[src/rtl/device_arb_pkg.sv]
// Shared types and constants for the device request arbiter.
// FSM encodings, bus widths and the default legal device address window.
package device_arb_pkg;

    localparam int unsigned ADDR_W = 32;
    localparam int unsigned DATA_W = 32;
    localparam int unsigned MASK_W = 4;

    localparam logic [ADDR_W-1:0] DEFAULT_ADDR_BASE = 32'h4060_0000;
    localparam logic [ADDR_W-1:0] DEFAULT_ADDR_SIZE = 32'h0010_0000;

    typedef logic [1:0] arb_state_t;

    localparam arb_state_t IDLE  = 2'd0;
    localparam arb_state_t ISSUE = 2'd1;
    localparam arb_state_t RESP  = 2'd2;

    // Unsigned wrap makes addresses below base fall out of the window
    function automatic logic addr_in_window(input logic [ADDR_W-1:0] addr,
                                            input logic [ADDR_W-1:0] base,
                                            input logic [ADDR_W-1:0] size);
        logic [ADDR_W-1:0] offset;
        offset = addr - base;
        return offset < size;
    endfunction

endpackage

[src/rtl/device_req_arbiter_rr_picker.sv]
// rr_picker: combinational round-robin search, starting one past rr_ptr and wrapping.
// Produces a one-hot grant, the winning index and an any-request flag.
module rr_picker #(
    parameter int unsigned N_REQ = 4,
    parameter int unsigned IDX_W = 2
) (
    input  logic [N_REQ-1:0] req,
    input  logic [IDX_W-1:0] rr_ptr,
    output logic [N_REQ-1:0] grant,
    output logic [IDX_W-1:0] idx,
    output logic             any
);

    int               cand;
    logic [IDX_W-1:0] cand_idx;

    assign any = |req;

    // Walk from the farthest offset to the nearest so the nearest valid request wins
    always_comb begin
        grant    = '0;
        idx      = '0;
        cand     = 0;
        cand_idx = '0;
        for (int k = int'(N_REQ); k >= 1; k--) begin
            cand     = (int'(rr_ptr) + k) % int'(N_REQ);
            cand_idx = IDX_W'(cand);
            if (req[cand_idx]) begin
                grant           = '0;
                grant[cand_idx] = 1'b1;
                idx             = cand_idx;
            end
        end
    end

endmodule

[src/rtl/device_req_arbiter.sv]
// Round-robin arbiter sharing the single simulation device port among N_REQ requesters.
// Define DEVICE_ARB_ADDR_CHECK_EN to reject accesses outside [ADDR_BASE, ADDR_BASE+ADDR_SIZE).
module device_req_arbiter
    import device_arb_pkg::*;
#(
    parameter int unsigned       N_REQ     = 4,
    parameter logic [ADDR_W-1:0] ADDR_BASE = DEFAULT_ADDR_BASE,
    parameter logic [ADDR_W-1:0] ADDR_SIZE = DEFAULT_ADDR_SIZE
) (
    input  logic                     clk,
    input  logic                     reset,
    input  logic [N_REQ-1:0]         req_valid,
    output logic [N_REQ-1:0]         req_ready,
    input  logic [N_REQ-1:0]         req_wen,
    input  logic [ADDR_W*N_REQ-1:0]  req_addr,
    input  logic [DATA_W*N_REQ-1:0]  req_wdata,
    input  logic [MASK_W*N_REQ-1:0]  req_wmask,
    output logic [N_REQ-1:0]         resp_valid,
    input  logic [N_REQ-1:0]         resp_ready,
    output logic [DATA_W-1:0]        resp_rdata,
    output logic                     resp_err,
    output logic                     dev_req_valid,
    output logic                     dev_req_wen,
    output logic [ADDR_W-1:0]        dev_req_addr,
    output logic [DATA_W-1:0]        dev_req_wdata,
    output logic [MASK_W-1:0]        dev_req_wmask,
    input  logic [DATA_W-1:0]        dev_resp_rdata
);

    localparam int unsigned      IDX_W    = (N_REQ > 1) ? $clog2(N_REQ) : 1;
    localparam logic [IDX_W-1:0] LAST_IDX = IDX_W'(N_REQ - 1);

    arb_state_t        state_q, state_d;
    logic [IDX_W-1:0]  rr_ptr_q, rr_ptr_d;
    logic [N_REQ-1:0]  win_grant_q, win_grant_d;
    logic              wen_q, wen_d;
    logic [ADDR_W-1:0] addr_q, addr_d;
    logic [DATA_W-1:0] wdata_q, wdata_d;
    logic [MASK_W-1:0] wmask_q, wmask_d;
    logic [N_REQ-1:0]  resp_valid_q, resp_valid_d;
    logic [DATA_W-1:0] resp_rdata_q, resp_rdata_d;

    logic [N_REQ-1:0]  pick_grant;
    logic [IDX_W-1:0]  pick_idx;
    logic              pick_any;

    logic [ADDR_W-1:0] addr_arr  [N_REQ];
    logic [DATA_W-1:0] wdata_arr [N_REQ];
    logic [MASK_W-1:0] wmask_arr [N_REQ];

    logic accept;
    logic first_resp;
    logic handshake;

    for (genvar g = 0; g < N_REQ; g++) begin : g_unpack
        assign addr_arr[g]  = req_addr[g*ADDR_W +: ADDR_W];
        assign wdata_arr[g] = req_wdata[g*DATA_W +: DATA_W];
        assign wmask_arr[g] = req_wmask[g*MASK_W +: MASK_W];
    end

    rr_picker #(
        .N_REQ (N_REQ),
        .IDX_W (IDX_W)
    ) u_rr_picker (
        .req    (req_valid),
        .rr_ptr (rr_ptr_q),
        .grant  (pick_grant),
        .idx    (pick_idx),
        .any    (pick_any)
    );

    // No accept while reset is held, so a request cannot be lost in the reset cycle
    assign accept     = (state_q == IDLE) && pick_any && !reset;
    assign first_resp = (state_q == RESP) && (resp_valid_q == '0);
    assign handshake  = (state_q == RESP) && (|(resp_valid_q & resp_ready));

    assign req_ready = accept ? pick_grant : '0;

`ifdef DEVICE_ARB_ADDR_CHECK_EN
    logic in_range;
    logic resp_err_q, resp_err_d;

    assign in_range = addr_in_window(addr_arr[pick_idx], ADDR_BASE, ADDR_SIZE);

    always_comb begin
        resp_err_d = resp_err_q;
        if (accept) begin
            resp_err_d = !in_range;
        end else if (handshake) begin
            resp_err_d = 1'b0;
        end
    end

    always_ff @(posedge clk) begin
        if (reset) begin
            resp_err_q <= 1'b0;
        end else begin
            resp_err_q <= resp_err_d;
        end
    end

    assign resp_err = resp_err_q;
`else
    logic [2*ADDR_W-1:0] unused_addr_window;

    assign unused_addr_window = {ADDR_BASE, ADDR_SIZE};
    assign resp_err           = 1'b0;
`endif

    always_comb begin
        state_d      = state_q;
        rr_ptr_d     = rr_ptr_q;
        win_grant_d  = win_grant_q;
        wen_d        = wen_q;
        addr_d       = addr_q;
        wdata_d      = wdata_q;
        wmask_d      = wmask_q;
        resp_valid_d = resp_valid_q;
        resp_rdata_d = resp_rdata_q;
        case (state_q)
            IDLE: begin
                if (accept) begin
                    rr_ptr_d    = pick_idx;
                    win_grant_d = pick_grant;
                    wen_d       = req_wen[pick_idx];
                    addr_d      = addr_arr[pick_idx];
                    wdata_d     = wdata_arr[pick_idx];
                    wmask_d     = wmask_arr[pick_idx];
                    state_d     = ISSUE;
`ifdef DEVICE_ARB_ADDR_CHECK_EN
                    // Rejected accesses never reach the device and answer immediately
                    if (!in_range) begin
                        state_d      = RESP;
                        resp_valid_d = pick_grant;
                        resp_rdata_d = '0;
                    end
`endif
                end
            end
            ISSUE: begin
                state_d = RESP;
            end
            RESP: begin
                if (first_resp) begin
                    resp_rdata_d = dev_resp_rdata;
                    resp_valid_d = win_grant_q;
                end else if (handshake) begin
                    resp_valid_d = '0;
                    state_d      = IDLE;
                end
            end
            default: begin
                state_d = IDLE;
            end
        endcase
    end

    always_ff @(posedge clk) begin
        if (reset) begin
            state_q      <= IDLE;
            rr_ptr_q     <= LAST_IDX;
            win_grant_q  <= '0;
            wen_q        <= 1'b0;
            addr_q       <= '0;
            wdata_q      <= '0;
            wmask_q      <= '0;
            resp_valid_q <= '0;
            resp_rdata_q <= '0;
        end else begin
            state_q      <= state_d;
            rr_ptr_q     <= rr_ptr_d;
            win_grant_q  <= win_grant_d;
            wen_q        <= wen_d;
            addr_q       <= addr_d;
            wdata_q      <= wdata_d;
            wmask_q      <= wmask_d;
            resp_valid_q <= resp_valid_d;
            resp_rdata_q <= resp_rdata_d;
        end
    end

    // Gated by reset so an ISSUE interrupted by reset never reaches the device
    assign dev_req_valid = (state_q == ISSUE) && !reset;
    assign dev_req_wen   = wen_q;
    assign dev_req_addr  = addr_q;
    assign dev_req_wdata = wdata_q;
    assign dev_req_wmask = wmask_q;

    assign resp_valid = resp_valid_q;
    assign resp_rdata = resp_rdata_q;

endmodule

[config.mk]
export PLATFORM = sky130hd
export DESIGN_NAME = device_req_arbiter
export DESIGN_NICKNAME = d
export VERILOG_FILES = /design/src/rtl/device_arb_pkg.sv /design/src/rtl/device_req_arbiter_rr_picker.sv /design/src/rtl/device_req_arbiter.sv
export SDC_FILE = /design/constraint.sdc
export NUM_CORES = 1
export LEC_CHECK = 0
export BUFFER_PORTS_ARGS = -buffer_cell sky130_fd_sc_hd__buf_4
export CAP_MARGIN = 20
export CORE_AREA = 5 5 166 168
export DETAILED_ROUTE_END_ITERATION = 16
export DIE_AREA = 0 0 171 173
export SYNTH_ARGS = -nofsm -noshare
export SYNTH_HDL_FRONTEND = slang
export SYNTH_SLANG_ARGS = --single-unit
export TNS_END_PERCENT = 100
[constraint.sdc]
create_clock -name clk -period 8.2 [get_ports clk]
set_clock_uncertainty 0.05 [all_clocks]
set_input_delay 0.41 -clock clk [delete_from_list [all_inputs] [get_ports clk]]
set_output_delay 0.41 -clock clk [all_outputs]
set_load 0.01 [all_outputs]
# After elaboration in Yosys (flattened, before gate mapping)

Cells that the tools add are included.

Add/sub/neg operators: 4
Order comparisons: 10
Bitwise operators: 2
Reductions and logical operators: 19
Eq/ne operators: 5
Muxes and demuxes: 42

Operator list:

| cell                  | count |
|---|---|
| $bmux W32 S2          | 2 |
| $mux W32              | 4 |
| $mux W4               | 9 |
| $lt A2 B3 Y1 const B  | 5 |
| $mux W2               | 7 |
| $bmux W1 S2           | 5 |
| $logic_and A1 B1 Y1   | 9 |
| $mux W1               | 9 |
| $bmux W4 S2           | 1 |
| $demux W1 S2          | 4 |
| $ge A2 B1 Y1 const B  | 4 |
| $reduce_or A4 Y1      | 2 |
| $ne A2 B2 Y1 const B  | 3 |
| $pmux W2 S3           | 1 |
| $reduce_and A2 Y1     | 3 |
| $add A2 B1 Y2 const B | 2 |
| $add A2 B2 Y2 const B | 2 |
| $and A4 B4 Y4         | 1 |
| $logic_not A4 Y1      | 1 |
| $ge A3 B3 Y1 const B  | 1 |
| $not A2 Y3            | 1 |
| $reduce_and A3 Y1     | 1 |
| $eq A2 B1 Y1 const B  | 1 |
| $eq A2 B2 Y1 const B  | 1 |
| 3 further kinds       | 3 |

Bits of input ports: 318
Word-level logic and storage cells: 91
Output and inout bits: 111
Register bits: 113

# Depth between registers and ports, before layout

Depth after elaboration: 11
Depth in mapped cells: 12
Gate-level depth less buffers: 8

# Hierarchy

A second synthesis with hierarchy kept.

Cell total of the unflattened synthesis: 485
Area, all modules: 5958.2 µm²

Modules (own cells, without submodules):

| module             | area each (µm²) | sequential area each (µm²) | cells an instance | instances |
|---|---|---|---|---|
| device_req_arbiter | 5537.8          | 2262.2                     | 435               | 1 |
| rr_picker          | 420.4           | 0.0                        | 50                | 1 |

# Worst setup path after synthesis

Ideal clock, no wire load.

Path kind: register to register
Start: register rr_ptr_q[0]
End: register addr_q[11] (netlist: dev_req_addr[11])
Required time: 8.026 ns
Period minus slack after synthesis: 2.768 ns
Library setup time: 0.124 ns
Arrival time: 2.593 ns
Path slack: 5.432 ns
Path buffers: 4
Cell stages (with the launch flop): 13
Cells stage by stage: dfxtp_1 buf_6 inv_1 ha_1 mux4_2 nor2b_1 buf_6 o211ai_4 and2_1 buf_6 buf_6 o311ai_1 a21oi_1

Word-level cells in the longest chain between the ends: 11
Elaborated cells between the ends (all ways): 20
Classes of those cells: add/sub: 4; mux: 15; bitwise: 1

RTL lines:

| item                                             | line                               | RTL |
|---|---|---|
| from (decl)                                      | device_req_arbiter.sv:34           | `logic [IDX_W-1:0] rr_ptr_q, rr_ptr_d;` |
| from (signal assigned)                           | device_req_arbiter.sv:171          | `rr_ptr_q <= rr_ptr_d;` |
| $add A2 B1 Y2                                    | device_req_arbiter_rr_picker.sv:26 | `cand = (int'(rr_ptr) + k) % int'(N_REQ);` |
| $bmux W1 S2                                      | device_req_arbiter_rr_picker.sv:28 | `if (req[cand_idx]) begin` |
| $mux W1 (implied by the code)                    | device_req_arbiter_rr_picker.sv:28 |  |
| $mux W2 (3 in series)                            | device_req_arbiter_rr_picker.sv:28 |  |
| $mux W2 (*)                                      | device_req_arbiter_rr_picker.sv:28 |  |
| $not A2 Y3 (implied by the code) (*)             | device_req_arbiter.sv:126          | `addr_d = addr_arr[pick_idx];` |
| $bmux W32 S2 (*)                                 | device_req_arbiter.sv:126          |  |
| $mux W32 (implied by the code) (*) (2 in series) | device_req_arbiter.sv:126          |  |
| to (signal assigned)                             | device_req_arbiter.sv:174          | `addr_q <= addr_d;` |
| to (decl)                                        | device_req_arbiter.sv:37           | `logic [ADDR_W-1:0] addr_q, addr_d;` |

Every way passes the cells marked *; elsewhere a longest branch is shown, timed or not. The select of a mux whose other input is x is not followed.
A chain may end at the register's enable or synchronous reset.

# Worst setup path after layout

Start: register rr_ptr_q[0]
End: register addr_q[27] (netlist: dev_req_addr[27])

The elaborated chain is that of the path after synthesis.

==> metrics.md <==
| Metric | Value |
|---|---|
| Setup TNS | 0 ns |
| Initial antenna violation count | 2 |
| Rows | between 50 and 60 |
| Fin crit period | about 4.7 ns |
| Internal power | about 0.0019 W |
| Routed WL | between 30,000 and 40,000 um |
| Fillers | ~2,600 |
| First-pass GRT wire length | ~48,000 um |
| Num CTS Buffers | 17 |
| Reg2Reg Depth | 10 |
| Initial DRC count | between 300 and 400 |
| Critical Path End Type | register |
| DP HPWL | between 20,000 and 25,000 um |
| FMAX | between 200 and 250 MHz |
| Async SR Flop Fraction | 0 |
| Worst path slowest cell | o211ai_4 |
| Post-Syn Area | around 7100 um2 |
| Post-synth EDFFs | 0 |
| Area of the multi-input gates | a little over 4000 um2 |
| Share of the synthesized area in the top cell type | 0.317 |
| # DRC | 0 |
| Vias per inst | approximately 5.2 |
| Clk sinks | approximately 110 |
| Core area | ~26,000 um2 |
| Crit Path Class | reg2reg |
| Synth Register Bits | approximately 110 |
| Final non-filler cell total | around 1,600 |
| Initial core utilization | 0.277 |
| Antenna-violating nets left | 0 |
| Syn_nets | about 1,200 |
| RSZ-0062 raised after global routing | false |
| Die height | approximately 170 um |
| Worst-path clk slew | roughly 0.07 ns |
| Slew Limit Fails | 0 |
| RePlAce Congestion | 0.819 |
| Top post-synthesis cells by count | 140 x nand2_1, 113 x dfxtp_1, 84 x a21oi_1, 79 x inv_1, 72 x clkbuf_1 |
| Outcome | complete, no violations |
| Sequential Area | approximately 2300 um2 |
| H-tree Lvls | 4 |
| Syn. warnings | 0 |
| Worst EP required | ~8.5 ns |
| R2R Setup Slk | about 3.5 ns |
| Switching power total | between 0.0015 and 0.002 W |
| Post-synthesis sequential area ratio | 0.317 |
| Hold Path Sink | resp_rdata[25] |
| Fin crit share | 0.567 |
| PnR Total Power | 0.00345 W |
| Cells after Synth | a little over 900 |
| Layout Cell Area excl Fill | 11,100 um2 |
| Critical Path Most Common Cell | buf_4 |
| Global Route Usage Sum | 0.203 |
| Worst-path maximum fanout | 54 |
| WP buf/inv | 3 |
| Sequential share of power | 0.237 |
| DP Cell Count | ~1,600 |
| Fin util | 0.430 |
| CTS tree | built |
| Netlist cell types | 43 |
| Actual slew at the worst max-slew pin | around 1.1 ns |
| Switching share of total power | 0.436 |
| Vias in the first global route | ~8,600 |
| CP delay by family, top | compound AO/OA/AOI/OAI gates |
| IO Pins | around 430 |
| Hold depth | 3 |
| P&R area growth vs syn | 55.4% |
| Most common cell in the synthesized netlist | nand2_1 |
| CP peak stage delay | about 0.85 ns |
| Clock buffer depth | 2 |
| Post-DP Area | about 10,000 um2 |
| CP Data Arrival Time | ~5.0 ns |
| Vias | approximately 8,500 |
| Root Driver | clkbuf_16 |
| Hold-fix buffer count after cts | 0 |
| Cell chain of the critical path | buf_4 > inv_1 > ha_1 > mux4_2 > nor2b_1 > o211ai_4 > and2_4 > buf_4 > o311ai_0 > a21oi_1 |
| Fin nets | 1,600 |
| Buffers added on ports | approximately 430 |
| MaxCap Viol Count | 0 |
| Pwr dens | roughly 310 nW/um2 |
| Synth Flop Type | dfxtp_1 |
| Hold_sp | dev_resp_rdata[25] |
| CTS-repair resized insts | 0 |
| DR WL/cell | 19.8 um |
| R2R Path End | dev_req_addr[27] |
| Die Footprint | between 20,000 and 30,000 um2 |
| Die X | 171 um |
| Startpoint types | register |
| LEAKAGE | between 5 and 6 nW |
| GRT overflow | 0 |
| Worst-Skew Late Latency | approximately 0.42 ns |
| Worst R2R Start | rr_ptr_q[0] |
| Worst ir drop on vdd | 0.179 mV |
| Total setup buffers inserted after CTS | 0 |
| Comb power frac | 0.535 |
| Synth area leaders | dfxtp_1 32%, nand2_1 7.4%, o2111a_1 7.1%, a21oi_1 5.9%, o2111ai_1 5.0% |
| Layout cells sized above 1 | 0.394 |
| Yosys top cell by area | dfxtp_1 |
| Synthesized area per cell | between 7 and 8 um2 |
| Pin count of the biggest net entering global routing | 108 |
| Worst hold path class | in2reg |
| Final Hold Viols | 0 |
| Proportion of power drawn by the clock network | 0.228 |
| Pre-Repair DR Iteration Count | 5 |
| Final setup vio count | 0 |
| Worst relative slew slack | 0.250 |
-- metal layers --
layer	global-route usage	vias up	share of wire
li1	-	4109	-
met1	0.238	3994	0.39
met2	0.348	365	0.49
met3	0.0788	37	0.11
met4	0.0508	2	0.016
met5	0	-	0.00062
-- flip-flops by register name, indices dropped and copies added, names as in the netlist --
| signal | cells |
|---|---|
| resp_rdata | 32 |
| rr_ptr_q | 2 |
| dev_req_wen | 1 |
| dev_req_addr | 32 |
| dev_req_wmask | 4 |
| dev_req_wdata | 32 |
| state_q | 2 |
| win_grant_q | 4 |
| resp_valid | 4 |
-- worst max-delay path by stage --
stage / startpoint / end / slack (ns) / cells after the start
floorplan: rr_ptr_q[0] / dev_req_addr[11] / 5.43 / 12
global placement: rr_ptr_q[0] / dev_req_addr[23] / 3.75 / 10
detailed placement: rr_ptr_q[0] / dev_req_addr[23] / 3.60 / 10
CTS: rr_ptr_q[0] / dev_req_wdata[3] / 3.53 / 10
global route: rr_ptr_q[0] / dev_req_addr[23] / 3.22 / 10
finish: rr_ptr_q[0] / dev_req_addr[27] / 3.55 / 10
-- power groups by stage --
stage          logic, W  clock network (W)  registers [W]
6_report        0.00185           0.000787       0.000819
5_1_grt         0.00200           0.000834       0.000839
4_1_cts         0.00185           0.000810       0.000819
3_5_place_dp    0.00184                  0       0.000828
3_3_place_gp    0.00181                  0       0.000826
2_1_floorplan   0.00112                  0       0.000884
-- placed cells by master, fill, tap and decap left out, drive strengths merged, types with 11 or more instances in the layout --
master   count
buf        439
nand2      140
dfxtp      113
inv         90
a21oi       85
nand3       46
o2111a      45
and3        41
o2111ai     41
a211oi      30
o311ai      30
o31ai       28
nor2        22
clkbuf      17
a21boi      15
mux2i       14
mux2        12
o211ai      12
nand3b      11
-- kinds of logic after synthesis --
family | Yosys count | synth area share
other | 1 | 0.000526
DFF | 113 | 0.317
AOI/OAI and AO/OA | 303 | 0.330
muxes | 30 | 0.0513
adders and majority gates | 7 | 0.0123
and+or+nand+nor | 284 | 0.186
buffers and inverters | 170 | 0.103
-- worst register-to-register path, cell delays in order (launching register included) --
cell and delay, ns:
dfxtp_1 0.31, buf_4 0.34, inv_1 0.22, ha_1 0.47
mux4_2 0.31, nor2b_1 0.15, o211ai_4 0.85, and2_4 0.78
buf_4 0.66, o311ai_0 0.24, a21oi_1 0.21
-- stage by stage --
stage | setup slack (ns) | hold WS (ns)
2_1_floorplan | 5.43 | 0.429
3_3_place_gp | 3.75 | 0.390
3_5_place_dp | 3.60 | 0.398
4_1_cts | 3.53 | 0.158
5_1_grt | 3.22 | 0.169
6_report | 3.55 | 0.182
-- final cells by class --
class,count,area share
inverter,79,0.0268
clock buffer,17,0.0384
multi-input combinational,625,0.376
clock inverter,15,0.0163
antenna,1,0.000226
tap,335,0.0379
timing repair buffer,439,0.301
sequential,113,0.204
No activity file was read; power rests on OpenSTA's default activity.
